===== config.mk =====
export PLATFORM = sky130hd
export DESIGN_NAME = return_addr_stack
export DESIGN_NICKNAME = d
export VERILOG_FILES = /design/src/rtl/return_addr_stack.sv
export SDC_FILE = /design/constraint.sdc
export NUM_CORES = 1
export LEC_CHECK = 0
export BUFFER_PORTS_ARGS = -buffer_cell sky130_fd_sc_hd__buf_2
export CAP_MARGIN = 20
export CORE_ASPECT_RATIO = 2
export CORE_MARGIN = 2
export CORE_UTILIZATION = 35
export CTS_BUF_LIST = sky130_fd_sc_hd__clkbuf_8
export CTS_CLUSTER_DIAMETER = 80
export DETAILED_ROUTE_END_ITERATION = 12
export PLACE_DENSITY_LB_ADDON = 0.25
export SYNTH_ARGS = -nofsm -noshare
export SYNTH_HDL_FRONTEND = slang
export SYNTH_SLANG_ARGS = --single-unit

===== constraint.sdc =====
create_clock -name clk -period 10.1 [get_ports clk]
set_input_delay 2.02 -clock clk [delete_from_list [all_inputs] [get_ports clk]]
set_output_delay 2.02 -clock clk [all_outputs]
set_load 0.03 [all_outputs]

===== src/rtl/return_addr_stack.sv =====
// -----------------------------------------------------------------------------
// return_addr_stack
//   Return-address stack for link-type control flow. Fetch pushes the link
//   address (PC+4) when a linking branch is taken; a retiring return pops it,
//   which gives a predicted return target one cycle early. Storage is a
//   circular buffer addressed by a write pointer. When the stack is full, the
//   overflow policy either overwrites the oldest entry or discards the new push.
//
// Parameters
//   WIDTH          address width in bits
//   DEPTH          number of entries (power of two, >= 2)
//   OVERFLOW_MODE  0 = WRAP (overwrite oldest entry), 1 = DROP (discard push)
//
// Ports
//   clk          rising-edge clock
//   rst_n        asynchronous active-low reset
//   push         push push_addr this cycle
//   push_addr    link address to store
//   pop          pop top entry this cycle
//   flush        synchronous stack clear; push/pop ignored that cycle
//   clear_flags  clear sticky overflow/underflow (a same-cycle set wins)
//   top_addr     current top entry, 0 when empty (from registered state)
//   top_valid    stack not empty (from registered state)
//   count        number of valid entries, 0..DEPTH (registered)
//   overflow     sticky: a push arrived while full
//   underflow    sticky: a pop arrived while empty
// -----------------------------------------------------------------------------
module return_addr_stack #(
    parameter int unsigned WIDTH         = 32,
    parameter int unsigned DEPTH         = 8,
    parameter int unsigned OVERFLOW_MODE = 0
) (
    input  logic                         clk,
    input  logic                         rst_n,
    input  logic                         push,
    input  logic [WIDTH-1:0]             push_addr,
    input  logic                         pop,
    input  logic                         flush,
    input  logic                         clear_flags,
    output logic [WIDTH-1:0]             top_addr,
    output logic                         top_valid,
    output logic [$clog2(DEPTH+1)-1:0]   count,
    output logic                         overflow,
    output logic                         underflow
);

    localparam int unsigned AW = $clog2(DEPTH);
    localparam int unsigned CW = $clog2(DEPTH + 1);
    localparam logic [CW-1:0] FULL_CNT = CW'(DEPTH);

    // Entry storage; intentionally not reset, top_addr masks it while empty.
    logic [WIDTH-1:0] mem [DEPTH];

    logic [AW-1:0] wp;
    logic [AW-1:0] wp_nxt;
    logic [AW-1:0] wp_m1;
    logic [CW-1:0] count_q;
    logic [CW-1:0] count_nxt;
    logic          overflow_nxt;
    logic          underflow_nxt;

    logic          we;
    logic [AW-1:0] waddr;
    logic          ovf_set;
    logic          unf_set;
    logic          empty;
    logic          full;

    // Pointer math is modulo DEPTH; the AW-bit width provides the wrap.
    assign wp_m1 = wp - AW'(1);
    assign empty = (count_q == '0);
    assign full  = (count_q == FULL_CNT);

    // Next-state decode: flush has priority over the push/pop combination.
    always_comb begin
        wp_nxt    = wp;
        count_nxt = count_q;
        we        = 1'b0;
        waddr     = wp;
        ovf_set   = 1'b0;
        unf_set   = 1'b0;

        if (flush) begin
            wp_nxt    = '0;
            count_nxt = '0;
        end else begin
            case ({push, pop})
                2'b10: begin
                    if (!full) begin
                        we        = 1'b1;
                        wp_nxt    = wp + AW'(1);
                        count_nxt = count_q + CW'(1);
                    end else begin
                        ovf_set = 1'b1;
                        // WRAP overwrites the oldest slot, which is the one at wp.
                        if (OVERFLOW_MODE == 0) begin
                            we     = 1'b1;
                            wp_nxt = wp + AW'(1);
                        end
                    end
                end
                2'b01: begin
                    if (!empty) begin
                        wp_nxt    = wp_m1;
                        count_nxt = count_q - CW'(1);
                    end else begin
                        unf_set = 1'b1;
                    end
                end
                2'b11: begin
                    if (!empty) begin
                        // Return immediately followed by a call: replace top in place.
                        we    = 1'b1;
                        waddr = wp_m1;
                    end else begin
                        we        = 1'b1;
                        wp_nxt    = wp + AW'(1);
                        count_nxt = CW'(1);
                        unf_set   = 1'b1;
                    end
                end
                default: begin
                end
            endcase
        end
    end

    // Sticky flags: a set event in the same cycle beats clear_flags.
    always_comb begin
        overflow_nxt  = ovf_set | (overflow  & ~clear_flags);
        underflow_nxt = unf_set | (underflow & ~clear_flags);
    end

    // Control state.
    always_ff @(posedge clk or negedge rst_n) begin
        if (!rst_n) begin
            wp        <= '0;
            count_q   <= '0;
            overflow  <= 1'b0;
            underflow <= 1'b0;
        end else begin
            wp        <= wp_nxt;
            count_q   <= count_nxt;
            overflow  <= overflow_nxt;
            underflow <= underflow_nxt;
        end
    end

    // Entry write port.
    always_ff @(posedge clk) begin
        if (we) begin
            mem[waddr] <= push_addr;
        end
    end

    // Read side is combinational from registered state: no extra latency.
    always_comb begin
        count     = count_q;
        top_valid = !empty;
        top_addr  = empty ? '0 : mem[wp_m1];
    end

endmodule


* After elaboration in Yosys (flattened, before gate mapping)
Memories as Yosys holds them, arrays and structs flattened.
Cells that the tools add are included.
** Storage, ports and cells
- Bits in registers :: 9
- Bits in latches :: 0
- RAM bits :: 256
- Bits in read-only memories :: 0
- Input bits :: 38
- Output and inout bits :: 39
- Memories kept :: 1
** Memories
- mem :: words 8, bits a word 32, rd ports 1, clocked after memory_dff 0, wr ports 1, RTL line 52 : logic [WIDTH-1:0] mem [DEPTH];
** Cells by class
- Add/subtract/negate cells :: 4
- Multipliers :: 0
- Divide/modulo/power cells :: 0
- Order comparisons :: 0
- Equal/unequal tests :: 7
- Shift operators :: 0
- Mux-type cells :: 22
- Bitwise gates (word level) :: 5
- Reduce and logical (&&, ||, !) cells :: 7
** Operators with widths (count)
- 32-bit 2-to-1 mux :: 1
- 4-bit 2-to-1 mux :: 4
- 3-bit 2-to-1 mux :: 5
- 4-bit case mux with 3 select lines :: 1
- 1-bit 2-to-1 mux :: 10
- 3-bit != test, second input constant :: 3
- 3-bit case mux with 3 select lines :: 1
- 4-bit by 1-bit adder with 4-bit output, second input constant :: 1
- 2-bit == test, second input constant :: 2
- 4-bit == test, second input constant :: 1
- 4-bit logical NOT :: 1
- 4-bit AND reduction :: 1
- 4-bit nonzero test :: 1
- 2-bit OR reduction :: 2
- 4-bit by 1-bit subtractor with 4-bit output, second input constant :: 1
- 3-bit by 1-bit adder with 3-bit output, second input constant :: 1
- 3-bit by 1-bit subtractor with 3-bit output, second input constant :: 1
- 1-bit AND :: 2
- 2-bit by 1-bit == test with 1-bit output, second input constant :: 1
- 1-bit bitwise OR :: 2
- 2-bit AND reduction :: 1
- 1-bit logical NOT :: 1
- 1-bit NOT :: 1

* Longest topological paths before layout
Gate-level depths: netlist of run 1.
- Depth after elaboration :: 6
- Gate-level depth with buffers :: 9
- Gate-level depth less buffers :: 7

* Worst setup path before layout of run 1
OpenSTA, ideal clock, no wires.
- Path type :: input-to-reg
- Start point :: in pop
- End point :: mem mem[0][0] (enable)
- Library setup time :: 0.432 ns
- Arrival :: 4.370 ns
- Required time :: 9.668 ns
- Setup slack :: 5.298 ns
- Stages :: 4
- Path buffers :: 1
- Cell sequence :: buf_2 > o41a_1 > or4_1 > a21oi_1
** On the way
- Word-level cells in the longest chain between the ends :: 6
- Elaborated cells between the ends (all ways) :: 9
- Classes of those cells :: 2 x eq/ne; 6 x mux; 1 x reduce/logical
** RTL lines
- from (decl) :: RTL line 37 : input logic pop,
- 2-bit == test :: RTL line 87 : case ({push, pop})
- 2-bit OR reduction (no line)
- 1-bit 2-to-1 mux
- 1-bit 2-to-1 mux :: RTL line 83 : if (flush) begin
- 1-bit 2-to-1 mux :: RTL line 151 : if (we) begin
- 1-bit 2-to-1 mux (not written as such) :: RTL line 152 : mem[waddr] <= push_addr;
- to (decl) :: RTL line 52
Several ways; a longest one is shown, not always the timed one.

* Worst setup path in the final report of run 1
- Start point :: reg wp[0]
- End point :: out top_addr[31]
** On the way
- Word-level cells in the longest chain between the ends :: 3
** RTL lines
- from (decl) :: RTL line 54 : logic [AW-1:0] wp;
- from (signal assigned) :: RTL line 142 : wp <= wp_nxt;
- 3-bit by 1-bit subtractor with 3-bit output :: RTL line 70 : assign wp_m1 = wp - AW'(1);
- memory 8 x 32 bit
- 32-bit 2-to-1 mux :: RTL line 160 : top_addr = empty ? '0 : mem[wp_m1];
- to (decl) :: RTL line 40 : output logic [WIDTH-1:0] top_addr,
Every way passes these cells.

==> results of run 1 <==
-- placed cells by master, fill, tap and decap left out, types with 2 or more instances in the layout --
cell / instances
buf_2: 76
clkinv_1: 11
nor2_1: 8
diode_2: 2
or4_1: 4
nand3_1: 6
ha_1: 3
mux4_2: 64
buf_4: 12
clkbuf_8: 37
a311oi_1: 2
clkinvlp_4: 2
clkinv_2: 5
a21oi_1: 34
nand4_1: 7
xor2_1: 3
o21ai_0: 4
nand2b_1: 4
a21oi_4: 8
edfxtp_1: 256
o21a_1: 2
dfrtp_1: 8
mux2i_1: 2
xnor2_1: 2
nor2b_1: 3
nand2_1: 67
inv_1: 14
-- metal layers --
layer,GRT usage,up-vias,part of all wire
li1,-,2387,-
met1,0.162,2831,0.37
met2,0.280,96,0.57
met3,0.0210,46,0.031
met4,0.0549,2,0.027
met5,0,-,0.00030
-- cell families after synthesis --
group	count (synthesis)	share of synthesized area
AOI/OAI and AO/OA	58	0.0323
xor gates and xnor gates	7	0.00583
adders and majority gates	5	0.00571
buffers and inverters	40	0.0170
DFF	265	0.753
muxes	67	0.140
and+or+nand+nor	105	0.0462
-- report_power, final --
part	internal, mW	switching [mW]
combinational	0.477	0.867
clock	0.371	0.391
sequential	1.31	0.0650
total	2.16	1.32
-- path summary, 6_finish.rpt --
check	startpoint	cells after the start	endpoint
setup reg to reg	wp[0]	5	mem[4][20]
hold reg to reg	overflow	2	overflow
hold / removal	overflow	2	overflow
setup / recovery	wp[0]	6	top_addr[31]
min in group asynchronous	rst_n	1	wp[2]
max in group asynchronous	rst_n	1	wp[0]
-- synth_stat cells, types with 2 or more instances --
| cell | count | area (sq um) |
|---|---|---|
| edfxtp_1 | 256 | 7690 |
| nand2_1 | 67 | 251 |
| mux4_2 | 64 | 1440 |
| a21oi_1 | 42 | 210 |
| clkbuf_1 | 17 | 63.8 |
| buf_2 | 12 | 60.1 |
| dfrtp_1 | 9 | 225 |
| nor2_1 | 8 | 30.0 |
| nand4_1 | 7 | 43.8 |
| inv_1 | 6 | 22.5 |
| nand3_1 | 6 | 30.0 |
| ha_1 | 4 | 50.1 |
| nand2b_1 | 4 | 25.0 |
| o21ai_0 | 4 | 20.0 |
| or4_1 | 4 | 30.0 |
| xor2_1 | 4 | 35.0 |
| nor2b_1 | 3 | 18.8 |
| xnor2_1 | 3 | 26.3 |
| a311oi_1 | 2 | 17.5 |
| buf_1 | 2 | 7.51 |
| mux2i_1 | 2 | 20.0 |
| o21a_1 | 2 | 15.0 |
-- worst max-delay path: stages, from the launching register on --
cell and delay (ps):
dfrtp_4 810, inv_1 260, ha_4 1010, mux4_2 390, nand2_1 60, a21oi_1 260, buf_2 250
-- stage by stage --
stage,util,worst slack [ps],hold slack (ps)
2_1_floorplan,-,5300,619
3_3_place_gp,0.387,5040,492
3_5_place_dp,0.387,4910,489
4_1_cts,0.409,4330,510
5_1_grt,0.409,4170,536
6_report,0.410,4430,497
-- area by class of cell --
| class | instances | area (sq um) |
|---|---|---|
| well taps | 364 | 455 |
| clock buffers | 37 | 509 |
| fillers | 2623 | 17400 |
| diodes | 2 | 5.00 |
| multi-input cells | 242 | 2550 |
| flip-flops and latches | 265 | 7920 |
| inverters | 7 | 28.8 |
| clock inverters | 28 | 153 |
| repair buffers | 88 | 470 |
-- state kept, by name, summed over array words and instances, names as in the netlist --
name and flops:
underflow 1, count 4, mem 256, overflow 1
wp 3
==> run_results.csv, run 1 <==
group,metric,value,unit
outcome,status,"complete, no violations",
clock_tree,cts_buffers,37,
timing,rsz0062_at_grt,"false",
clock_tree,clk_pin_slew,60,ps
global_routing,grt_max_degree,72,
place,dp.cells,966,
power,peakVddDrop,0.121,mV
synth,ys_ff_latch,265,
power,power.total,3.49,mW
synth,syn_nets,589,
place,io_buffers,76,
timing,slew_headroom,0.309,
timing,drv_slew,0,
timing,hold_violations,0,
synth,syn_area_per_cell,19.2,sq um
finish,stdcell_count,1033,
clock_tree,ctsHoldBuffers,0,
worst_setup_path,cp-start-kind,"register",
global_routing,grt_pass1_wl,35.2,mm
worst_setup_path,reg2reg_setup_slack,6480,ps
detailed_routing,drt_iter0_drc,335,
clock_tree,clock-sinks,265,
clock_tree,cts_tree,"built",
timing,finClkSkew,11.8,ps
worst_setup_path,cp_max_fo,71,
clock_tree,cts_resized,0,
detailed_routing,firstDrtPassIters,4,
run,cap_violations,0,
detailed_routing,vias_per_cell,5.19,
finish,nets,683,
detailed_routing,final_antenna_net_count,0,
synth,synthDistinctLibCells,41,
clock_tree,clk_latency,530,ps
timing,setup_viol,0,
timing,post-route-min-period,5670,ps
worst_hold_path,min_path_type,"register to register",
global_routing,grt_pass1_vias,6019,
finish,fin_area,12100,sq um
place,dp_hpwl,13.1,mm
synth,ys.flop_type,"edfxtp_1",
floorplan,die_w,127,um
timing,fin_setup_tns,0,ps
place,place_congestion,0.768,
clock_tree,clock_path_buffers,3,
floorplan,start_util,0.356,
clock_tree,postCtsSetupBuffers,0,
worst_setup_path,crit_required,8080,ps
floorplan,die_y,249,um
timing,period_share,0.561,
finish,area_growth,15.0,%
worst_setup_path,arrival,3650,ps
global_routing,grt-ovfl-total,0,
worst_setup_path,critPathKind,"register to output port",
synth,syn-cell-area,10500,sq um
detailed_routing,wl,23.1,mm
floorplan,fp.coreArea,29500,sq um
place,postPlaceCellArea,11400,sq um
power,pwr_density_cell,288,nW/um^2
power,p_leak,3.97,nW
finish,drive_gt1_frac,0.324,
clock_tree,htreeDepth,2,
synth,seq_area_frac_synth,0.753,
floorplan,io_pins,77,
floorplan,die_area,31500,sq um
synth,synth-async-reset-ratio,0.0340,
synth,synthCells,547,
detailed_routing,routedWlPerCell,22.4,um
clock_tree,cts_root_buf,"clkbuf_8",
timing,worst_pin_slew,1040,ps
synth,synth_edf_count,256,
timing,fmax,176,MHz
synth,ys_warn_count,0,
detailed_routing,drc,0,
detailed_routing,vias,5362,
worst_setup_path,worst_setup_path_end_kind,"output port",
global_routing,antenna_found_initial,2,
global_routing,grt_usage,0.147,
floorplan,std_cell_rows,89,
No activity file was read; power rests on OpenSTA's default activity.
==> run 2: changes to the inputs <==
- clock period: 10.1 -> 5 ns (I/O delays scaled with it)
==> run 2 against run 1 <==
  * Combinational power rose by 110%
  * Die area did not move
  * Cell count fell by 0.39%
  * Clock-buffer cell count fell by 1
  * Global-route usage rose by 0.14 points
  * Clock power rose by 90%
  * Critical endpoint is now top_addr[18]
  * Routed wire length fell by 0.26%
  * Non-clock buffer count rose by 1
==> run_results.csv, run 2 (synthesis gave the netlist of run 1 again) <==
group,metric,value,unit
outcome,status,"complete, no violations",
clock_tree,ctsHoldBuffers,0,
detailed_routing,final_antenna_net_count,0,
power,p_sw_frac,0.383,
place,dp.cells,967,
floorplan,die_y,249,um
power,p_switching,2.66,mW
timing,setup_viol,0,
power,p_int,4.30,mW
floorplan,io_pins,77,
timing,layout_setup_ws,670,ps
place,place_congestion,0.709,
timing,fmax,231,MHz
floorplan,die_w,127,um
floorplan,die_area,31500,sq um
global_routing,grt_usage,0.148,
place,dp_hpwl,13.4,mm
worst_setup_path,worst_setup_path_end_kind,"output port",
worst_setup_path,cp.buffers_inverters,3,
power,seqPwrFrac,0.395,
clock_tree,htreeDepth,2,
timing,whs,327,ps
worst_setup_path,reg2reg_from,"wp[0]",
timing,rsz0062_at_grt,"false",
worst_setup_path,worstPathCellList,"buf_4, buf_4, mux4_2, nand2_1, a21oi_1, buf_2",
worst_setup_path,rr_endpoint,"mem[5][10]",
worst_setup_path,critical-path-max-stage-delay,710,ps
worst_hold_path,min_path_type,"input pin to asynchronous set/reset pin",
power,pwr_density_cell,578,nW/um^2
worst_setup_path,critPathSlowestCell,"buf_4",
clock_tree,clock_path_buffers,3,
detailed_routing,drc,0,
power,p_leak,3.93,nW
detailed_routing,vias,5372,
timing,post-route-min-period,4330,ps
worst_setup_path,crit_top_cell,"buf_4",
finish,top_register,"mem",
detailed_routing,drt_iter0_drc,344,
timing,hold_violations,0,
worst_setup_path,arrival,3330,ps
global_routing,grt_pass1_vias,6112,
finish,final_cell_mix,"edfxtp_1, buf_2, nand2_1",
worst_setup_path,path_delay_family,"buffers and inverters",
timing,slew_headroom,0.280,
timing,fin_setup_tns,0,ps
global_routing,antenna_found_initial,5,
worst_setup_path,critPathKind,"register to output port",
clock_tree,cts_tree,"built",
clock_tree,cts_resized,0,
finish,final_common_cell,"edfxtp_1",
timing,period_share,0.866,
timing,drv_slew,0,
clock_tree,cts_root_buf,"clkbuf_8",
place,io_buffers,76,
global_routing,grt-ovfl-total,0,
clock_tree,clock-sinks,265,
power,pwr-share-clk,0.209,
clock_tree,postCtsSetupBuffers,0,
power,peakVddDrop,0.413,mV
global_routing,grt_pass1_wl,35.7,mm
finish,stdcell_count,1029,
clock_tree,clk_latency,540,ps
clock_tree,cts_buffers,34,
floorplan,std_cell_rows,89,
finish,area_growth,14.5,%
timing,finClkSkew,18.9,ps
worst_setup_path,reg2reg_depth,6,
timing,worst_pin_slew,1080,ps
detailed_routing,firstDrtPassIters,4,
clock_tree,clk_pin_slew,70,ps
finish,nets,681,
detailed_routing,vias_per_cell,5.22,
power,pwr-share-comb,0.396,
worst_setup_path,cp-start-kind,"register",
finish,drive_gt1_frac,0.325,
worst_setup_path,crit_required,4000,ps
global_routing,grt_max_degree,72,
finish,largest_reg_flops,256,
place,dp_slack,1110,ps
detailed_routing,routedWlPerCell,22.4,um
worst_setup_path,cp_max_fo,38,
worst_setup_path,reg2reg_setup_slack,1590,ps
floorplan,fp.coreArea,29500,sq um
run,cap_violations,0,
floorplan,start_util,0.356,
detailed_routing,wl,23.0,mm
run 2: power groups by stage:
stage / clock network [mW] / logic (mW) / registers [mW]
after floorplan: 0 / 1.95 / 2.78
after global placement: 0 / 2.79 / 2.79
after detailed placement: 0 / 2.83 / 2.80
after CTS: 1.50 / 2.83 / 2.75
after global routing: 1.58 / 2.98 / 2.77
final: 1.45 / 2.76 / 2.75
run 2: cell type report:
cell class | instances | area (sq um)
tap | 364 | 455
inverter | 7 | 28.8
clock buffer | 36 | 495
fill | 2583 | 17500
timing repair buffer | 89 | 478
antenna | 3 | 7.51
multi-input combinational | 242 | 2550
clock inverter | 23 | 106
sequential | 265 | 7920
run 2: layer usage:
layer  track usage  part of all wire  vias to the layer above
met1         0.169              0.37                     2804
met5             0           0.00056                        -
met2         0.275              0.55                      142
met4        0.0578             0.029                        2
met3        0.0232             0.047                       43
li1              -                 -                     2381
run 2: worst max path at each step:
stage / startpoint / to / cells after the start
5_1_grt: wp[0] / top_addr[18] / 6
6_report: wp[0] / top_addr[18] / 6
2_1_floorplan: pop / mem[0][0] / 4
4_1_cts: wp[0] / top_addr[22] / 6
3_3_place_gp: wp[0] / top_addr[18] / 6
3_5_place_dp: wp[0] / top_addr[22] / 6
run 2: per-stage QoR:
step                 util  total power [mW]  cell area (sq um)
finish              0.408              6.96              12000
global route        0.408              7.34              12000
CTS                 0.408              7.09              12000
detailed placement  0.387              5.63              11400
global placement    0.387              5.58              11400
floorplan               -              4.73              10500
